**config.mk**
```make
export PLATFORM = sky130hd
export DESIGN_NAME = grid_check_masks
export DESIGN_NICKNAME = d
export VERILOG_FILES = /design/src/rtl/grid_checker_masks.sv
export SDC_FILE = /design/constraint.sdc
export NUM_CORES = 1
export LEC_CHECK = 0
export CAP_MARGIN = 30
export CELL_PAD_IN_SITES_DETAIL_PLACEMENT = 1
export CELL_PAD_IN_SITES_GLOBAL_PLACEMENT = 2
export CORE_MARGIN = 8
export CORE_UTILIZATION = 41
export CTS_BUF_LIST = sky130_fd_sc_hd__clkbuf_4 sky130_fd_sc_hd__clkbuf_8
export DETAILED_ROUTE_END_ITERATION = 8
export PLACE_DENSITY = 0.81
export SYNTH_ARGS = -nofsm -noshare
export SYNTH_HDL_FRONTEND = slang
export SYNTH_SLANG_ARGS = --single-unit
```
**constraint.sdc**
```tcl
create_clock -name clock -period 6.1 [get_ports clock]
set_clock_uncertainty 0.2 [all_clocks]
set_input_delay 0.61 -clock clock [delete_from_list [all_inputs] [get_ports clock]]
set_output_delay 0.61 -clock clock [all_outputs]
set_load 0.005 [all_outputs]
```
**src/rtl/grid_checker_masks.sv**
```systemverilog
// grid_check_masks: seen-value masks for the grid checker.
// Holds one running row mask, one mask per column and one per block, and
// flags the cell currently presented as not-one-hot or as a duplicate.
// Ports:
//   clock, reset  - rising-edge clock, asynchronous active-low reset
//   clear_i       - clear every mask (new check accepted)
//   update_i      - cell on row_i/col_i/data_i is being evaluated this cycle
//   row_i, col_i  - coordinate of the evaluated cell
//   data_i        - one-hot cell value
//   not_onehot_o  - data_i is not exactly one-hot (zero included)
//   duplicate_o   - data_i overlaps the row, column or block mask
module grid_check_masks #(
  parameter  int ORDER  = 3,
  localparam int LENGTH = ORDER * ORDER,
  localparam int IDXW   = $clog2(LENGTH)
) (
  input  logic              clock,
  input  logic              reset,
  input  logic              clear_i,
  input  logic              update_i,
  input  logic [IDXW-1:0]   row_i,
  input  logic [IDXW-1:0]   col_i,
  input  logic [LENGTH-1:0] data_i,
  output logic              not_onehot_o,
  output logic              duplicate_o
);

  logic [LENGTH-1:0] row_mask_q;
  logic [LENGTH-1:0] col_mask_q [LENGTH];
  logic [LENGTH-1:0] blk_mask_q [LENGTH];

  logic [LENGTH-1:0] row_prev;
  logic [LENGTH-1:0] col_sel;
  logic [LENGTH-1:0] blk_sel;
  logic [IDXW-1:0]   blk_idx;

  always_comb begin
    blk_idx = IDXW'((int'(row_i) / ORDER) * ORDER + int'(col_i) / ORDER);
    // A new row starts at column 0: ignore the previous row's contents.
    row_prev = (col_i == '0) ? '0 : row_mask_q;
    col_sel  = '0;
    blk_sel  = '0;
    for (int k = 0; k < LENGTH; k++) begin
      if (col_i == IDXW'(k))   col_sel = col_mask_q[k];
      if (blk_idx == IDXW'(k)) blk_sel = blk_mask_q[k];
    end
    not_onehot_o = !$onehot(data_i);
    duplicate_o  = |(data_i & (row_prev | col_sel | blk_sel));
  end

  always_ff @(posedge clock or negedge reset) begin
    if (!reset)        row_mask_q <= '0;
    else if (clear_i)  row_mask_q <= '0;
    else if (update_i) row_mask_q <= row_prev | data_i;
  end

  for (genvar gi = 0; gi < LENGTH; gi++) begin : g_masks
    always_ff @(posedge clock or negedge reset) begin
      if (!reset) begin
        col_mask_q[gi] <= '0;
        blk_mask_q[gi] <= '0;
      end else if (clear_i) begin
        col_mask_q[gi] <= '0;
        blk_mask_q[gi] <= '0;
      end else if (update_i) begin
        if (col_i == IDXW'(gi))   col_mask_q[gi] <= col_mask_q[gi] | data_i;
        if (blk_idx == IDXW'(gi)) blk_mask_q[gi] <= blk_mask_q[gi] | data_i;
      end
    end
  end

endmodule

```
-- Yosys cells after proc, flatten, opt, wreduce, memory -nomap -nowiden
Index checks and enable logic that the tools add are counted.
- bitwise gates (word level): 22
- reduce and logical (&&, ||, !) cells: 41
- muxes and demuxes: 75
- equal/unequal tests: 17
- multipliers: 1
- divide/modulo/power cells: 2
- add/subtract/negate cells: 9
- operator list (operator ; number):
    2-to-1 mux 9 bit ; 75
    OR 9 bit ; 21
    divider 5 x 3 -> 32 bit, second input constant ; 2
    nonzero test 2 bit ; 19
    AND reduction 2 bit ; 18
    == test 4 x 3 -> 1 bit, second input constant ; 8
    multiplier 32 x 3 -> 4 bit, second input constant ; 1
    == test 4 x 2 -> 1 bit, second input constant ; 4
    == test 4 x 1 -> 1 bit, second input constant ; 3
    AND 9 bit ; 1
    OR reduction 9 bit ; 1
    adder 1 x 1 -> 2 bit ; 4
    == test 4 bit, second input constant ; 2
    logical NOT 4 bit ; 2
    adder 2 x 2 -> 3 bit ; 2
    adder 3 x 3 -> 4 bit ; 1
    adder 4 x 1 -> 4 bit ; 1
    adder 4 bit ; 1
    logical NOT 1 bit ; 1
- input bits: 21
- logic and storage cells: 186
- flip-flop bits (word level): 171
- output and inout port bits: 2

-- Logic depth before layout (Yosys ltp)
- word-level depth: 16
- depth in mapped cells: 22
- gate-level depth less buffers: 21

-- Worst setup path before layout
No wires, ideal clock.
- kind: input -> output
- from: input port row_i[2]
- to: output port duplicate_o
- data arrival time: 4828 ps
- data required time: 5290 ps
- cell stages on the path: 19
- slack: 462 ps
- path buffers: 2
- cells stage by stage: clkbuf_1 > ha_1 > o21ai_0 > ha_1 > a32o_1 > a21oi_1 > ha_1 > inv_1 > fa_1 > inv_1 > fa_1 > xnor3_2 > or3_1 > buf_2 > o211ai_2 > nor3_1 > a211oi_2 > nand4_1 > or4_1
- word-level cells in the longest chain between the ends: 16
- elaborated cells on any way between the ends: 24
- those cells by class: add/sub: 1; mul: 1; div: 1; eq/ne: 8; mux: 9; bitwise: 2; reduce/logical: 2
- RTL lines (element ; RTL line ; RTL):
    from (decl) ; 21 ; input logic [IDXW-1:0] row_i,
    divider 5 x 3 -> 32 bit (*) ; 38 ; blk_idx = IDXW'((int'(row_i) / ORDER) * ORDER + int'(col_i) / ORDER);
    multiplier 32 x 3 -> 4 bit (*) ; 38 ;
    adder 4 bit (*) ; 38 ;
    logical NOT 4 bit ; 45 ; if (blk_idx == IDXW'(k)) blk_sel = blk_mask_q[k];
    2-to-1 mux 9 bit (8 in a row) ; 45 ;
    2-to-1 mux 9 bit (*) ; 45 ;
    OR 9 bit (*) ; 48 ; duplicate_o = |(data_i & (row_prev | col_sel | blk_sel));
    AND 9 bit (*) ; 48 ;
    OR reduction 9 bit (*) ; 48 ;
    to (decl) ; 25 ; output logic duplicate_o
Mark *: on every way between the ends. The rest lies on a longest branch, timed or not.

-- Worst setup path in the final report
- from: input port row_i[0]
- to: output port duplicate_o
Same word-level chain as after synthesis.

==> summary.txt <==
Cell area after synthesis - 8444 µm²
Count leader, synth - nor2_1
Hold Crit Start - col_mask_q[31]$_DFFE_PN0P_
GPL Wtd Cong - 0.9246
DRC viols - 0
Top area cells in the synthesized netlist - dfrtp_1 (51%), a21oi_1 (11%), nor2_1 (9.0%)
Die Width - 159.5 µm
Syn. warnings - 0
Share of layout cells above drive strength 1 - 18.52%
IO Port Bufs - 22
Hpwl dp - 19.65 mm
Post-synthesis cell type count - 65
Endpoints failing hold - 0
Clock Tree Buf Depth - 2
Post-synthesis average cell area - 9.310 µm²
Max Cap Viol - 0
Largest net degree at the start of global routing - 99
Synth top area share - 50.67%
Cells along the critical path - clkdlybuf4s50_1, nor2b_1, nor3_4, a32o_1, a21oi_2, ha_2, inv_1, fa_1, inv_2, fa_2, buf_6, buf_12, clkinvlp_4, buf_4, a31oi_1, nand3_1, a31oi_1, o21ai_0, nand4_1, or4_4, buf_6
Root Driver - clkbuf_8
Slowest library cell on the worst path - or4_4
Vias - 7,364
Remaining global-route overflow - 0
Row cnt - 52
Hold Path End - col_mask_q[31]$_DFFE_PN0P_
Slew @ Worst Pin - 1.022 ns
Part of the cycle the worst path needs - 97.94%
I/O pin total - 23
PnR Total Power - 2946 µW
CTS clk-pin slew, worst paths - 0.09 ns
Total track usage - 22.67%
Hold_ws - 0.3002 ns
Critical Path End Type - primary output
Worst hold path depth - 2
Worst skew pair latency - 0.46 ns
Area of the die - 25,440 µm²
First-pass GRT wire length - 45.59 mm
Post-layout instance area - 10,020 µm²
Kind of critical path - input port to primary output
Cell Pwr Density - 293.9 nW/µm²
Min-Delay Path Class - flop to flop
# setup viols final - 0
Crit Path Max Fanout - 23
Final Util - 49.54%
Status - finished, final reports clean
Worst r2r dst - row_mask_q[2]$_DFFE_PN0P_
R2R cell count - 2
Register area share after synthesis - 50.67%
F_max - 167.4 MHz
Die Span Y - 159.5 µm
Routed wire length - 28.74 mm
Ys async rst share - 100.0%
Critical Path RT - 5.29 ns
Crit path largest cell delay - 0.59 ns
Vias per std cell - 5.854
Pleak - 0.004542 µW
Register bit count reported by yosys - 171
Antenna viol nets, final - 0
Sink Count - 171
Cts bufs inserted - 17
Dominant synthesized flop cell - dfrtp_1
VDD IR max - 0.1420 mV
Worst Path Arrival - 5.16 ns
CP top delay family - buffers and inverters
Crit start category - input port
FF-to-FF Start - row_mask_q[2]$_DFFE_PN0P_
WL/cell - 22.84 µm
Buf/Inv on CP - 8
Place WS - -0.8163 ns
Htree depth - 4
Post-synth top cells - nor2_1 (203), a21oi_1 (192), dfrtp_1 (171), clkbuf_1 (52), o21ai_0 (26)
Top cell type by total area after synthesis - dfrtp_1
Area grow syn2layout - 18.70%
Synth Net Count - 948
Relative slew slack - 31.59%
Final worst slack - 0.1257 ns
Post-synthesis instance total - 907
Tmin final - 5.974 ns
Dpl cell area - 9438 µm²
Nets - 1,017
Initial antenna violation count - 0
Antenna diodes - 0
Initial Utilization - 41.73%
EDFF count, synth - 0
Drt first-iter violations - 520
Drt pass-1 iters - 6
Vias in the first global route - 7,927
CORE AREA - 20,230 µm²
Final Max Tran Viols - 0
CTS tree - yes
Reg2reg setup slack - 5.10 ns
==> cell usage in the layout, fill, tap and decap left out, types with 6 or more instances in the layout <==
| cell | n |
|---|---|
| a31oi_1 | 6 |
| clkbuf_8 | 18 |
| o22ai_1 | 6 |
| nand3_1 | 8 |
| clkdlybuf4s50_1 | 13 |
| buf_4 | 88 |
| dfrtp_1 | 171 |
| nor3_1 | 14 |
| mux4_2 | 10 |
| nand2_1 | 24 |
| nand2b_1 | 9 |
| o21ai_0 | 23 |
| fa_1 | 6 |
| inv_1 | 21 |
| a21oi_1 | 189 |
| a22oi_1 | 15 |
| mux2i_1 | 22 |
| nor2_1 | 202 |
| ha_1 | 7 |
| mux2_2 | 7 |
==> registers in the layout, summed over array words and instances, names as in the netlist <==
register	count
col_mask_q	81
row_mask_q	9
blk_mask_q	81
==> what timing repair did <==
action / in CTS / in global routing
pin swaps: 11 / 18
gates resized for setup: 35 / 21
endpoints found under the setup margin: 1 / 1
buffers inserted: 1 / 4
hold endpoints to repair: 50 / 0
hold buffers: 1 / 0
==> power by group <==
part | leakage [µW] | internal, µW | switching [µW]
combinational | 0.00197 | 391 | 527
clock | 0.000198 | 383 | 441
sequential | 0.00237 | 1180 | 28.1
total | 0.00454 | 1950 | 996
==> worst reg2reg max path, delay by kind of cell (launching register included) <==
| kind | cells | cell delay (ns) |
|---|---|---|
| AOI/OAI and AO/OA | 1 | 0.17 |
| DFF | 1 | 0.42 |
| and+or+nand+nor | 1 | 0.07 |
==> cell type report <==
| class | instances | area [µm²] |
|---|---|---|
| clock inverter | 12 | 136.4 |
| fill | 2310 | 10210 |
| inverter | 27 | 105.1 |
| multi-input combinational | 644 | 3959 |
| clock buffer | 19 | 255.2 |
| tap | 270 | 337.8 |
| timing repair buffer | 115 | 950.9 |
| sequential | 171 | 4279 |
==> cell families (layout without fill, tap and decap cells) <==
| kind of cell | count (synthesis) | in the layout | share of synthesized area (%) |
|---|---|---|---|
| XOR/XNOR | 2 | 2 | 0.5630 |
| AO/OA/AOI/OAI | 288 | 288 | 19.83 |
| AND/OR/NAND/NOR | 295 | 295 | 14.91 |
| adder cells (fa/ha/maj) | 20 | 20 | 3.586 |
| multiplexers | 39 | 39 | 6.208 |
| buffers and inverters | 92 | 173 | 4.238 |
| flip-flops | 171 | 171 | 50.67 |
==> worst max-delay path by stage <==
| stage | from | endpoint | cells past startpoint |
|---|---|---|---|
| after global placement | row_i[2] | duplicate_o | 19 |
| final | row_i[0] | duplicate_o | 21 |
| after global routing | row_i[3] | duplicate_o | 24 |
| after CTS | row_i[3] | duplicate_o | 20 |
| after detailed placement | row_i[2] | duplicate_o | 22 |
| after floorplan | row_i[2] | duplicate_o | 19 |
==> stage by stage <==
step	setup TNS [ns]	cells
3_5_place_dp	-0.8163	1221
2_1_floorplan	0	907
5_1_grt	-0.05352	1258
4_1_cts	0	1254
6_report	0	1258
3_3_place_gp	-0.6569	1220
==> layer usage <==
layer / vias to the layer above / track usage [%] / wire, µm
met5: - / 0 / 0
met4: 0 / 7.290 / 635
met3: 38 / 2.973 / 1036
met2: 165 / 36.50 / 13700
met1: 3840 / 31.14 / 13360
li1: 3321 / - / -
(Power assumes the default switching activity.)
==> patch 1 (same settings) <==
Register the inputs `clear_i`, `update_i`, `row_i`, `col_i` and `data_i` before use, without a reset. The logic sees them one clock later. Comments in the files are not updated.
--- a/src/rtl/grid_checker_masks.sv
+++ b/src/rtl/grid_checker_masks.sv
@@ -25,6 +25,20 @@
   output logic              duplicate_o
 );
 
+  logic clear_q;
+  logic update_q;
+  logic [IDXW-1:0] row_q;
+  logic [IDXW-1:0] col_q;
+  logic [LENGTH-1:0] data_q;
+
+  always_ff @(posedge clock) begin
+    clear_q  <= clear_i;
+    update_q <= update_i;
+    row_q    <= row_i;
+    col_q    <= col_i;
+    data_q   <= data_i;
+  end
+
   logic [LENGTH-1:0] row_mask_q;
   logic [LENGTH-1:0] col_mask_q [LENGTH];
   logic [LENGTH-1:0] blk_mask_q [LENGTH];
@@ -35,23 +49,23 @@
   logic [IDXW-1:0]   blk_idx;
 
   always_comb begin
-    blk_idx = IDXW'((int'(row_i) / ORDER) * ORDER + int'(col_i) / ORDER);
+    blk_idx = IDXW'((int'(row_q) / ORDER) * ORDER + int'(col_q) / ORDER);
     // A new row starts at column 0: ignore the previous row's contents.
-    row_prev = (col_i == '0) ? '0 : row_mask_q;
+    row_prev = (col_q == '0) ? '0 : row_mask_q;
     col_sel  = '0;
     blk_sel  = '0;
     for (int k = 0; k < LENGTH; k++) begin
-      if (col_i == IDXW'(k))   col_sel = col_mask_q[k];
+      if (col_q == IDXW'(k))   col_sel = col_mask_q[k];
       if (blk_idx == IDXW'(k)) blk_sel = blk_mask_q[k];
     end
-    not_onehot_o = !$onehot(data_i);
-    duplicate_o  = |(data_i & (row_prev | col_sel | blk_sel));
+    not_onehot_o = !$onehot(data_q);
+    duplicate_o  = |(data_q & (row_prev | col_sel | blk_sel));
   end
 
   always_ff @(posedge clock or negedge reset) begin
     if (!reset)        row_mask_q <= '0;
-    else if (clear_i)  row_mask_q <= '0;
-    else if (update_i) row_mask_q <= row_prev | data_i;
+    else if (clear_q)  row_mask_q <= '0;
+    else if (update_q) row_mask_q <= row_prev | data_q;
   end
 
   for (genvar gi = 0; gi < LENGTH; gi++) begin : g_masks
@@ -59,12 +73,12 @@
       if (!reset) begin
         col_mask_q[gi] <= '0;
         blk_mask_q[gi] <= '0;
-      end else if (clear_i) begin
+      end else if (clear_q) begin
         col_mask_q[gi] <= '0;
         blk_mask_q[gi] <= '0;
-      end else if (update_i) begin
-        if (col_i == IDXW'(gi))   col_mask_q[gi] <= col_mask_q[gi] | data_i;
-        if (blk_idx == IDXW'(gi)) blk_mask_q[gi] <= blk_mask_q[gi] | data_i;
+      end else if (update_q) begin
+        if (col_q == IDXW'(gi))   col_mask_q[gi] <= col_mask_q[gi] | data_q;
+        if (blk_idx == IDXW'(gi)) blk_mask_q[gi] <= blk_mask_q[gi] | data_q;
       end
     end
   end
Check against the original RTL: not equivalent (a bounded check fails within 4 cycles, from zero or initial values and one cycle with reset low).
==> patch 1 against the original RTL <==
  * Worst setup slack better by 0.067 ns
  * Routed wire length grew 0.84%
  * Power increased by 2.5%
  * Sequential cell count increased by 19
  * Area after synthesis grew 3.4%
  * Global-route usage fell by 0.33 points
  * Worst hold slack hardly changed
  * Final area decreased by 0.52%
  * Critical path type is now reg -> out
==> patch 1: results (changes against the original RTL) <==
| Metric | Value |
|---|---|
| WL met1 | 13.3 mm (-0.62%) |
| FF-to-FF setup slack | 1.42 ns (-3.68 ns) |
| Gate power share | 27.7% (-3.5 points) |
| Critical path's top delay family | adder cells |
| Pint | 1960 µW (+0.55%) |
| Layout cells sized above 1 | 15.0% (-3.6 points) |
| Global-route wire length before repair | 45.4 mm (-0.48%) |
| LEAKAGE | 0.00437 µW (-3.8%) |
| Status | finished, final reports clean |
| Routed length on met3 | 1.59 mm (+54%) |
| R2r endpoint | blk_mask_q[20] |
| Postcts setup bufs | 5 (+4) |
| Iter 0 DRT Violations | 575 (+11%) |
| Met2 wire len | 13.5 mm (-1.7%) |
| Fill cells | 2394 (+3.6%) |
| P_clk | 832 µW (+1%) |
| Final #Nets | 977 (-3.9%) |
| R2R Path Start | row_q[2] |
| Met2 Use GR | 34.6% (-1.9 points) |
| Worst Tran Pin Value | 0.980 ns (-0.0423 ns) |
| Unique masters post-synth | 60 (-7.7%) |
| Area after DPL | 9260 µm² (-1.8%) |
| Hold EP | col_mask_q[22] |
| Insertion delay to the later sink of the worst-skew pair | 0.49 ns (+0.03 ns) |
| Proportion of power drawn by the clock network | 27.5% (-0.5 points) |
| Fin crit share | 96.8% (-1.1 points) |
| Area contributors post-synth | dfrtp_1 (49%), a21oi_1 (11%), nor2_1 (8.6%) |
| TritonRoute pass-1 iters | 7 (+1) |
| Worst setup SP type | flop |
## patch 1: changes by cell type in the layout (fill, tap and decap cells not counted), sizes merged, moves of 4 or more
cell,unedited run,this run
inv,28,33
clkdlybuf4s50,13,20
nor3,18,11
nand2,25,18
or3b,0,4
mux2,7,3
dfxtp,0,19
buf,97,47
o22ai,6,14
or3,3,8
## patch 1: kinds of logic after synthesis
logic type / Yosys count / share of synthesized area, %
AO/OA/AOI/OAI: 295 / 19.3
XOR/XNOR: 3 / 0.688
adder cells (fa/ha/maj): 20 / 3.47
buffers and inverters: 96 / 4.34
flip-flops: 190 / 53.3
multiplexers: 29 / 4.37
AND/OR/NAND/NOR: 285 / 14.5
## patch 1: cell type report
cell class	instances	area, µm²	area share [%]
Sequential cell	190	4670	46.8
Multi-Input combinational cell	632	3870	38.8
Timing Repair Buffer	68	596	5.97
Tap cell	275	344	3.45
Clock buffer	19	262	2.62
Clock inverter	13	123	1.23
Inverter	27	106	1.07
==> patch 2 (same flow settings) <==
Made on the original files. Reset style: synchronous (`reset`), changed in 2 clocked blocks. Comments in the files are not updated.
--- a/src/rtl/grid_checker_masks.sv
+++ b/src/rtl/grid_checker_masks.sv
@@ -48,14 +48,14 @@
     duplicate_o  = |(data_i & (row_prev | col_sel | blk_sel));
   end
 
-  always_ff @(posedge clock or negedge reset) begin
+  always_ff @(posedge clock) begin
     if (!reset)        row_mask_q <= '0;
     else if (clear_i)  row_mask_q <= '0;
     else if (update_i) row_mask_q <= row_prev | data_i;
   end
 
   for (genvar gi = 0; gi < LENGTH; gi++) begin : g_masks
-    always_ff @(posedge clock or negedge reset) begin
+    always_ff @(posedge clock) begin
       if (!reset) begin
         col_mask_q[gi] <= '0;
         blk_mask_q[gi] <= '0;
Behaviour: not the same (Yosys sat finds a counterexample within 4 cycles, from zero or initial values and one cycle with reset low; the reset may be asserted at any time).
==> patch 2 against the original RTL <==
  * Area after synthesis is 4.4% higher
  * Cell count is 6.8% lower
  * Non-clock buffer count is 35 lower
  * Final area is 0.56% higher
  * Routed wire length is 3.0% lower
  * Critical path depth is 3 lower
  * Worst setup slack better by 0.12 ns
  * Combinational power is 28% lower
  * Power is 4.2% lower
  * Fmax is 2.0% higher
  * Count of clock-buffer cells in the layout is 1 lower
  * Global-route usage is 1.4 points lower
  * Sequential cell count stayed put
==> patch 2: results (changes against the original RTL) <==
| Metric | Value |
|---|---|
| Unique masters post-synth | 60 (-7.7%) |
| Met2 wire len | 13.1 mm (-4.6%) |
| Critical path's top delay family | adder cells |
| Final #Nets | 925 (-9.0%) |
| Post-Synth XOR/XNOR Area | 0.468% (-0.095 points) |
| TritonRoute pass-1 iters | 6 (unchanged) |
| Post-synthesis compound-gate area fraction | 10.8% (-9.0 points) |
| Most instantiated cells after synthesis | nor2_1 (295), edfxtp_1 (162), nand2_1 (52) |
| Layout cells sized above 1 | 14.9% (-3.6 points) |
| CP max stage delay | 0.48 ns (-0.11 ns) |
| Critical path origin | row_i[1] |
| Routed length on met3 | 1.34 mm (+30%) |
| Clkbuf count | 18 (-1) |
| Sequential share of cell area | 50.0% (+7.4 points) |
| Met3 usage | 3.77% (+0.79 points) |
| Slew headroom | 55.5% (+24 points) |
| Vias | 6780 (-7.9%) |
| Seq/Total Area, Yosys | 57.2% (+6.5 points) |
| Storage cell area | 5040 µm² (+18%) |
| Area contributors post-synth | edfxtp_1 (55%), nor2_1 (13%), mux4_2 (4.1%) |
| M1 GR Usage | 28.9% (-2.3 points) |
| Status | finished, final reports clean |
| R2r endpoint | col_mask_q[7][2] |
| CP arrival | 5.05 ns (-0.11 ns) |
| Signal buf overhead | 6.65% (-2.8 points) |
| Vias in the first global route | 6980 (-12%) |
| Worst Hold Launch | row_mask_q[7] |
| RePlAce Congestion | 0.945 (+2.2%) |
| WL met1 | 12.6 mm (-5.8%) |
| Syn Area/Cell | 10.6 µm² (+14%) |
| Syn_nets | 873 (-7.9%) |
| R2R Path Start | col_mask_q[7][2] |
| Multi-input gate count | 592 (-8.1%) |
| CP Max Fanout | 7 (-70%) |
| Met2 Use GR | 33.7% (-2.8 points) |
| LEAKAGE | 0.00389 µW (-14%) |
| Worst IR Drop VDD | 0.128 mV (-10%) |
| Number of synthesized flops with an enable pin | 162 (+162) |
| Area after DPL | 9620 µm² (+1.9%) |
| Hold EP | row_mask_q[7] |
| Global-route wire length before repair | 42.4 mm (-7.0%) |
| Iter 0 DRT Violations | 549 (+5.6%) |
| Placed insts | 1138 (-6.8%) |
| Detail Placement HPWL | 19.4 mm (-1.1%) |
| Worst reg2reg path depth | 1 (-1) |
| FF-to-FF setup slack | 4.99 ns (-0.11 ns) |
| Inverters | 22 (-19%) |
| Adder-cell share of the synthesized area | 3.43% (-0.15 points) |
| Crit-path slowest cell | clkdlybuf4s50_1 |
| Layout clock area frac | 3.62% (-0.28 points) |
| Vias per cell | 5.78 (-1.2%) |
| Buffers, non-clock | 80 (-30%) |
| Tap Cells | 275 (+1.9%) |
| Post-synthesis async set-or-reset flop share | 0% (-100 points) |
| Fill cells | 2354 (+1.9%) |
-- patch 2: per-stage QoR --
step | hold WS (ns) | setup slack (ns)
after CTS | 0.327 | 0.0431
after floorplan | 0.266 | 0.605
after global routing | 0.353 | 0.0370
after global placement | 0.283 | -0.304
after detailed placement | 0.301 | -0.700
final | 0.327 | 0.241
-- patch 2: where the power goes --
group | total [µW] | leakage [µW] | switching, µW | internal [µW]
Sequential | 1380 | 0.00188 | 38.7 | 1340
Clock | 778 | 0.000181 | 449 | 329
Combinational | 662 | 0.00183 | 378 | 283
Total | 2820 | 0.00389 | 866 | 1960
-- patch 2: repair_timing --
action | in CTS | in global routing
hold buffers | 0 | 0
setup buffers | 0 | 2
endpoints found under the setup margin | 1 | 1
resized for setup | 16 | 11
hold endpoints to repair | 0 | 0
pin swaps | 7 | 10
-- patch 2: cell families after synthesis --
logic type	count (synthesis)
mux	36
buf+inv	69
xor+xnor	3
compound gates	133
fa+ha+maj	20
simple gates	400
flops	171
